File: src/rtl/add_rca_pipe_pkg.sv
// add_rca_pipe_pkg: shared defaults and full-adder helpers for the pipelined
// ripple-carry adder/subtractor (add_rca_pipe) and its segment (add_rca_seg).
//   DEF_WIDTH / DEF_SEG : default word width and bits per pipeline segment.
//   fa_sum / fa_carry   : single full-adder cell.
//   carry_into          : recovers the carry entering a bit from a, b and sum.
package add_rca_pipe_pkg;

  localparam int DEF_WIDTH = 32;
  localparam int DEF_SEG   = 8;

  function automatic logic fa_sum(input logic x, input logic y, input logic ci);
    return x ^ y ^ ci;
  endfunction

  function automatic logic fa_carry(input logic x, input logic y, input logic ci);
    return (x & y) | (ci & (x ^ y));
  endfunction

  // s = x ^ y ^ cin, so the incoming carry falls out of the same XOR.
  function automatic logic carry_into(input logic x, input logic y, input logic s);
    return x ^ y ^ s;
  endfunction

endpackage

File: src/rtl/add_rca_seg.sv
// add_rca_seg: combinational SEG-bit ripple chain of full-adder cells.
//   sum   out SEG  segment sum
//   c_out out 1    carry out of the segment MSB
//   a, b  in  SEG  segment operands
//   c_in  in  1    carry into the segment LSB
module add_rca_seg
  import add_rca_pipe_pkg::*;
#(
  parameter int SEG = DEF_SEG
) (
  output logic [SEG-1:0] sum,
  output logic           c_out,
  input  logic [SEG-1:0] a,
  input  logic [SEG-1:0] b,
  input  logic           c_in
);

  // Ripple the carry LSB to MSB through one full-adder cell per bit.
  always_comb begin
    logic cy_s;
    cy_s = c_in;
    sum  = '0;
    for (int i = 0; i < SEG; i++) begin
      sum[i] = fa_sum(a[i], b[i], cy_s);
      cy_s   = fa_carry(a[i], b[i], cy_s);
    end
    c_out = cy_s;
  end

endmodule

File: src/rtl/add_rca_pipe.sv
// add_rca_pipe: pipelined ripple-carry adder/subtractor, one SEG-bit segment
// resolved per stage, valid/ready handshake on both sides.
//   clk, rst             clock, synchronous active-high reset
//   in_valid / in_ready  input handshake (in_ready depends only on output side)
//   a, b, c_in, sub      operands; sub=1 computes a-b and ignores c_in
//   out_valid/out_ready  output handshake
//   sum, c_out, ovf      registered result, MSB carry, signed overflow
module add_rca_pipe
  import add_rca_pipe_pkg::*;
#(
  parameter int WIDTH = DEF_WIDTH,
  parameter int SEG   = DEF_SEG
) (
  input  logic             clk,
  input  logic             rst,
  input  logic             in_valid,
  output logic             in_ready,
  input  logic [WIDTH-1:0] a,
  input  logic [WIDTH-1:0] b,
  input  logic             c_in,
  input  logic             sub,
  output logic             out_valid,
  input  logic             out_ready,
  output logic [WIDTH-1:0] sum,
  output logic             c_out,
  output logic             ovf
);

  localparam int STAGES = WIDTH / SEG;

  if (((WIDTH % SEG) != 0) || (WIDTH < SEG)) begin : g_bad_cfg
    $error("add_rca_pipe: WIDTH must be a non-zero multiple of SEG");
  end

  logic adv_s;
  logic msb_cin_s;

  // The whole pipe moves together unless a result is waiting on downstream.
  always_comb begin
    adv_s = !out_valid || out_ready;
  end

  assign in_ready = adv_s;

  // Level k holds an operation about to have segment k added. word_r carries
  // finished sum segments below k and still-unprocessed A bits from k upward;
  // brem_r carries only the unprocessed part of B_eff, so it narrows per level.
  for (genvar k = 0; k < STAGES; k++) begin : g_lvl
    localparam int BW = WIDTH - k * SEG;

    logic             valid_r;
    logic             carry_r;
    logic [WIDTH-1:0] word_r;
    logic [BW-1:0]    brem_r;
    logic [SEG-1:0]   seg_sum_s;
    logic             seg_cout_s;
    logic [WIDTH-1:0] nxt_word_s;

    add_rca_seg #(.SEG(SEG)) u_seg (
      .sum   (seg_sum_s),
      .c_out (seg_cout_s),
      .a     (word_r[k*SEG +: SEG]),
      .b     (brem_r[SEG-1:0]),
      .c_in  (carry_r)
    );

    // Splice this stage's sum segment over the A segment it consumed.
    always_comb begin
      nxt_word_s               = word_r;
      nxt_word_s[k*SEG +: SEG] = seg_sum_s;
    end

    if (k == 0) begin : g_cap
      // Capture: B is inverted here so sub never travels down the pipe.
      always_ff @(posedge clk) begin
        if (rst) begin
          valid_r <= 1'b0;
          carry_r <= 1'b0;
          word_r  <= '0;
          brem_r  <= '0;
        end else if (adv_s) begin
          valid_r <= in_valid;
          word_r  <= a;
          brem_r  <= sub ? ~b : b;
          carry_r <= sub ? 1'b1 : c_in;
        end
      end
    end else begin : g_fwd
      // Forward the previous level's partial result and its segment carry.
      always_ff @(posedge clk) begin
        if (rst) begin
          valid_r <= 1'b0;
          carry_r <= 1'b0;
          word_r  <= '0;
          brem_r  <= '0;
        end else if (adv_s) begin
          valid_r <= g_lvl[k-1].valid_r;
          word_r  <= g_lvl[k-1].nxt_word_s;
          carry_r <= g_lvl[k-1].seg_cout_s;
          brem_r  <= g_lvl[k-1].brem_r[BW+SEG-1:SEG];
        end
      end
    end
  end

  // Carry into the word MSB, recovered inside the final segment.
  always_comb begin
    msb_cin_s = carry_into(g_lvl[STAGES-1].word_r[WIDTH-1],
                           g_lvl[STAGES-1].brem_r[SEG-1],
                           g_lvl[STAGES-1].seg_sum_s[SEG-1]);
  end

  // Output register: completes the final segment and holds while stalled.
  always_ff @(posedge clk) begin
    if (rst) begin
      out_valid <= 1'b0;
      sum       <= '0;
      c_out     <= 1'b0;
      ovf       <= 1'b0;
    end else if (adv_s) begin
      out_valid <= g_lvl[STAGES-1].valid_r;
      sum       <= g_lvl[STAGES-1].nxt_word_s;
      c_out     <= g_lvl[STAGES-1].seg_cout_s;
      ovf       <= msb_cin_s ^ g_lvl[STAGES-1].seg_cout_s;
    end
  end

endmodule
File: config.mk
export PLATFORM = sky130hd
export DESIGN_NAME = add_rca_pipe
export DESIGN_NICKNAME = d
export VERILOG_FILES = /design/src/rtl/add_rca_pipe_pkg.sv /design/src/rtl/add_rca_seg.sv /design/src/rtl/add_rca_pipe.sv
export SDC_FILE = /design/constraint.sdc
export NUM_CORES = 1
export LEC_CHECK = 0
export CAP_MARGIN = 20
export CORE_AREA = 2 2 145 147
export DETAILED_ROUTE_END_ITERATION = 10
export DIE_AREA = 0 0 147 149
export PLACE_DENSITY = 0.83
export SLEW_MARGIN = 20
export SYNTH_ARGS = -nofsm -noshare
export SYNTH_HDL_FRONTEND = slang
export SYNTH_SLANG_ARGS = --single-unit
File: constraint.sdc
create_clock -name clk -period 4.9 [get_ports clk]
set_input_delay 0.735 -clock clk [delete_from_list [all_inputs] [get_ports clk]]
set_output_delay 0.735 -clock clk [all_outputs]
set_load 0.01 [all_outputs]
==> flow_summary_export.csv, run 1 <==
group,metric,value,unit
drt,drtIter0Drc,671,
synthesis,syn_inst,1143,
global_route,grt_pass1_vias,6898,
layout,insertedDiodeCount,0,
job,max_cap_violations,0,
drt,drt-total-wl,20600,um
drt,via_per_inst,4.98,
die,coreArea,20600,um2
cts,htree_levels,1,
worst_setup_path,start_kind,"flop",
cts,cts_made_buffers,25,
timing,hold_viol_final,0,
worst_setup_path,reg2reg_depth,14,
timing,relSlewSlack,0.257,
timing,fin_crit_sh,0.901,
synthesis,yosysSeqAreaShare,0.500,
pwr,powerDensity,379,nW/um2
worst_setup_path,cp_data_required_time,5320,ps
placed_design,dp_slack,515,ps
synthesis,ys_types,23,
placed_design,dp_cells,1441,
placed_design,placed_cell_area,10900,um2
layout,drive_above_1_share,0.0826,
synthesis,syn_nets,1246,
cts,clock_sinks,251,
global_route,grt_overflow,0,
die,start_util,0.489,
pwr,power,4.44,mW
worst_setup_path,timing.rr.end,"ovf",
synthesis,syn_area,10000,um2
timing,period_needed,4420,ps
placed_design,dp_hpwl,13100,um
layout,final_area,11700,um2
synthesis,synth.avg_cell_area,8.79,um2
timing,fmax,226,MHz
synthesis,yosysWarningCount,0,
layout,fillers,1791,
cts,cts_setup_buffers,0,
global_route,antenna_found_initial,0,
cts,cts_resized,0,
global_route,grt_max_degree,212,
layout,finish.utilization,0.570,
pwr,ir_worst_vdd,0.230,mV
worst_setup_path,cp-end-kind,"flop",
worst_setup_path,path_max_fanout,2,
drt,postRouteAntennaNets,0,
min_path,hp-start,"sum[15]",
drt,drt_pass1_iterations,6,
placed_design,place_congestion,0.831,
global_route,grt_usage,0.185,
min_path,hp-class,"flop to flop",
die,die_area,21900,um2
die,die_h,149,um
synthesis,ys_ff_latch,251,
timing,rsz0062_at_grt,"no",
layout,nets,1296,
cts,cts_hold_buf,0,
timing,whs,448,ps
cts,cts_tree,"yes",
global_route,grt_pass1_wl,33500,um
timing,finClkSkew,10.7,ps
drt,wl_per_cell,13.8,um
cts,clkLatencyLatePin,510,ps
worst_setup_path,worst_ep_arrival_time,4840,ps
layout,area_growth,16.6,%
timing,tightest_slew,1110,ps
timing,setup_viol,0,
placed_design,port_buffers,105,
run_status,status,"complete, no violations",
cts,clk_path_buf_depth,3,
die,chipWidth,147,um
layout,stdcell_count,1486,
die,num_io_pins,106,
timing,timing.setup.tns,0,ps
drt,num_vias,7395,
die,row_count,53,
cts,ctsRootBufferMaster,"clkbuf_16",
worst_setup_path,reg2reg_from,"g_lvl[3].carry_r",
timing,maxSlewViolCount,0,
worst_setup_path,reg2reg_slack,480,ps
worst_setup_path,critical_path_class,"flop to flop",
drt,drc,0,
pwr,p_leak,4.34,nW
min_path,hold_depth,2,
timing,setup_slack,484,ps
cts,clk_pin_slew_worst_paths,60,ps
min_path,min_to,"sum[15]",
cell usage after synthesis, drive strengths merged:
library cell	n	area share
fa	32	0.064
buf	67	0.053
inv	29	0.011
nand2	410	0.15
xor2	2	0.0017
nor3	2	0.0010
a211oi	44	0.054
dfxtp	251	0.50
xnor2	30	0.026
nor2b	1	0.0014
xor3	1	0.0024
a21oi	205	0.10
clkbuf	21	0.0090
nor2	47	0.020
ha	1	0.0012
flip-flops by register name (all words and copies together), names as in the netlist:
name and flops:
g_lvl.word_r 128, g_lvl.valid_r 4, out_valid 1, sum 32, ovf 1, g_lvl.carry_r 4, g_lvl.brem_r 80, c_out 1
worst max-delay path by stage:
| stage | startpoint | to | cells past startpoint |
|---|---|---|---|
| 2_1_floorplan | g_lvl[3].carry_r | ovf | 14 |
| 3_3_place_gp | g_lvl[3].carry_r | ovf | 14 |
| 3_5_place_dp | g_lvl[3].carry_r | ovf | 14 |
| 4_1_cts | g_lvl[3].carry_r | ovf | 14 |
| 5_1_grt | g_lvl[3].carry_r | ovf | 14 |
| 6_report | g_lvl[3].carry_r | ovf | 14 |
metal layers:
layer / track usage / part of all wire / up-vias
met4: 0.0553 / 0.023 / 0
met1: 0.250 / 0.46 / 3456
met3: 0.0263 / 0.043 / 28
met5: 0 / 0 / -
li1: - / - / 3757
met2: 0.310 / 0.48 / 154
cells in the final DEF, fill, tap and decap left out, drive strengths merged:
cell	netlist	layout
nand2	410	410
dfxtp	251	251
a21oi	205	205
clkdlybuf4s50	0	103
nor2	47	47
a211oi	44	44
clkbuf	21	40
fa	32	32
xnor2	30	30
inv	29	30
buf	67	7
clkinv	0	3
nor3	2	2
xor2	2	2
bufinv	0	2
nor2b	1	1
xor3	1	1
ha	1	1
final cells by class:
type	instances	area, um2	area share
Tap cell	275	344	0.0294
Inverter	29	116	0.00993
Clock inverter	6	83.8	0.00716
Multi-Input combinational cell	775	4290	0.366
Timing Repair Buffer	111	1110	0.0945
Sequential cell	251	5020	0.429
Clock buffer	39	748	0.0639
critical path, stage by stage (launching register included):
cell     delay (ps)
dfxtp_1         330
fa_1            440
fa_1            420
fa_1            430
fa_1            430
fa_1            400
inv_1            80
fa_1            160
inv_1            50
fa_1            390
inv_1            90
fa_1            460
xor3_1          410
nand2_1          60
a21oi_1         190
logic make-up after synthesis:
| group | share of synthesized area |
|---|---|
| AO/OA/AOI/OAI | 0.156 |
| XOR/XNOR | 0.0303 |
| adder cells (fa/ha/maj) | 0.0650 |
| buffers and inverters | 0.0732 |
| flip-flops | 0.500 |
| AND/OR/NAND/NOR | 0.176 |
where the power goes:
group | internal [mW] | switching [mW] | total (mW)
registers | 2.14 | 0.0599 | 2.20
logic | 0.158 | 0.162 | 0.320
clock network | 1.15 | 0.759 | 1.91
(Power assumes the default switching activity.)
==> run 2: changes to the inputs <==
MAX_ROUTING_LAYER = met4   (was not set)
==> flow_summary_export.csv, run 2 (synthesized netlist as in run 1, its figures left out) <==
group,metric,value,unit
run_status,status,"complete, no violations",
worst_setup_path,crit_buf_inv,3,
worst_setup_path,cp-end-kind,"flop",
worst_setup_path,critical_path_class,"flop to flop",
cts,clkLatencyLatePin,510,ps
global_route,grt_pass1_wl,33500,um
timing,rsz0062_at_grt,"no",
pwr,p_int,3.46,mW
placed_design,placed_cell_area,10900,um2
cts,clk_path_buf_depth,3,
worst_setup_path,cp_top_family,"adder cells",
pwr,ir_worst_vdd,0.232,mV
global_route,antenna_found_initial,0,
layout,drive_above_1_share,0.0826,
worst_setup_path,slowest_delay,460,ps
global_route,grt-busiest-layer,"met2",
placed_design,port_buffers,105,
worst_setup_path,start_kind,"flop",
drt,via_per_inst,4.97,
layout,final_area,11700,um2
cts,clock_sinks,251,
pwr,p_switching,984,uW
worst_setup_path,reg2reg_from,"g_lvl[3].carry_r",
placed_design,dp_cells,1441,
layout,reg_top3,"g_lvl.word_r (128), g_lvl.brem_r (80), sum (32)",
timing,finClkSkew,10.9,ps
pwr,power_frac_seq,0.497,
worst_setup_path,cp_data_required_time,5320,ps
timing,timing.setup.tns,0,ps
drt,drc,0,
die,chipWidth,147,um
worst_setup_path,critPathSlowestCell,"fa_1",
cts,htree_levels,1,
pwr,p_leak,4.34,nW
die,num_io_pins,106,
placed_design,place_congestion,0.843,
layout,fillers,1791,
worst_setup_path,path_max_fanout,2,
die,row_count,53,
drt,postRouteAntennaNets,0,
drt,drtIter0Drc,667,
min_path,hp-start,"sum[15]",
pwr,p_clk_frac,0.431,
min_path,hp-class,"flop to flop",
layout,final_common_cell,"nand2_1",
layout,largest_reg_flops,128,
cts,clk_pin_slew_worst_paths,60,ps
layout,insertedDiodeCount,0,
global_route,use_met3,0.0260,
timing,hold_viol_final,0,
layout,area_growth,16.6,%
die,start_util,0.489,
layout,stdcell_count,1486,
min_path,min_to,"sum[15]",
global_route,grt_overflow,0,
pwr,powerDensity,379,nW/um2
pwr,power,4.44,mW
timing,relSlewSlack,0.265,
timing,tightest_slew,1100,ps
worst_setup_path,reg2reg_depth,14,
cts,cts_setup_buffers,0,
pwr,pwr-share-comb,0.072,
min_path,hold_depth,2,
timing,fin_crit_sh,0.900,
layout,final_cell_mix,"nand2_1 (410), dfxtp_1 (251), a21oi_1 (205)",
placed_design,dp_hpwl,13100,um
worst_setup_path,cp_common_cell,"fa_1",
pwr,switching_share,0.222,
die,coreArea,20600,um2
drt,drt-total-wl,20500,um
worst_setup_path,worst_ep_arrival_time,4830,ps
worst_setup_path,reg2reg_slack,490,ps
layout,largest-register,"g_lvl.word_r",
cts,ctsRootBufferMaster,"clkbuf_16",
drt,drt_pass1_iterations,6,
cts,cts_resized,0,
timing,fmax,227,MHz
die,die_area,21900,um2
die,die_h,149,um
timing,maxSlewViolCount,0,
timing,period_needed,4410,ps
drt,num_vias,7392,
worst_setup_path,timing.rr.end,"ovf",
worst_setup_path,worstPathCellList,"fa_1 -> fa_1 -> fa_1 -> fa_1 -> fa_1 -> inv_1 -> fa_1 -> inv_1 -> fa_1 -> inv_1 -> fa_1 -> xor3_1 -> nand2_1 -> a21oi_1",
cts,cts_hold_buf,0,
global_route,use_met2,0.309,
global_route,grt.met1_usage,0.252,
timing,setup_viol,0,
cts,cts_tree,"yes",
layout,nets,1296,
job,max_cap_violations,0,
cts,cts_made_buffers,25,
global_route,grt_max_degree,212,
drt,wl_per_cell,13.8,um
global_route,grt_usage,0.190,
global_route,grt_pass1_vias,6891,
==> run 2: layer usage <==
metal  vias to the layer above  routed length, um  share of wire
li1                       3753                  -              -
met1                      3418               9210           0.45
met2                       193               9820           0.48
met3                        28               1050          0.051
met4                         0                457          0.022
met5                         -                  0              0
==> run 2: per-stage QoR <==
stage / hold WS, ps / worst slack (ps) / utilization
6_report: 448 / 489 / 0.570
5_1_grt: 461 / 286 / 0.570
4_1_cts: 451 / 471 / 0.570
3_5_place_dp: 443 / 515 / 0.529
3_3_place_gp: 438 / 568 / 0.529
2_1_floorplan: 432 / 737 / -
==> run 2: how the worst max path moves through the flow <==
stage / from / to / cells past startpoint
5_1_grt: g_lvl[3].carry_r / ovf / 14
6_report: g_lvl[3].carry_r / ovf / 14
3_5_place_dp: g_lvl[3].carry_r / ovf / 14
3_3_place_gp: g_lvl[3].carry_r / ovf / 14
2_1_floorplan: g_lvl[3].carry_r / ovf / 14
4_1_cts: g_lvl[3].carry_r / ovf / 14
==> run 2: layout make-up <==
cell class                      instances  area (um2)  share of cell area
Sequential cell                       251        5020               0.429
Multi-Input combinational cell        775        4290               0.366
Timing Repair Buffer                  111        1110              0.0945
Clock buffer                           39         748              0.0639
Tap cell                              275         344              0.0294
Inverter                               29         116             0.00993
Clock inverter                          6        83.8             0.00716
==> run 2: worst register-to-register path, cell delays in order, from the launching register on <==
cell	delay (ps)
dfxtp_1	330
fa_1	440
fa_1	420
fa_1	430
fa_1	430
fa_1	400
inv_1	80
fa_1	160
inv_1	50
fa_1	390
inv_1	90
fa_1	460
xor3_1	410
nand2_1	60
a21oi_1	190
==> run 2: power by group through the flow <==
stage / Sequential, mW / Combinational (mW) / Clock [mW]
2_1_floorplan: 2.24 / 0.202 / 0
3_3_place_gp: 2.24 / 0.312 / 0
3_5_place_dp: 2.25 / 0.318 / 0
4_1_cts: 2.20 / 0.322 / 1.94
5_1_grt: 2.22 / 0.356 / 2.03
6_report: 2.20 / 0.320 / 1.91
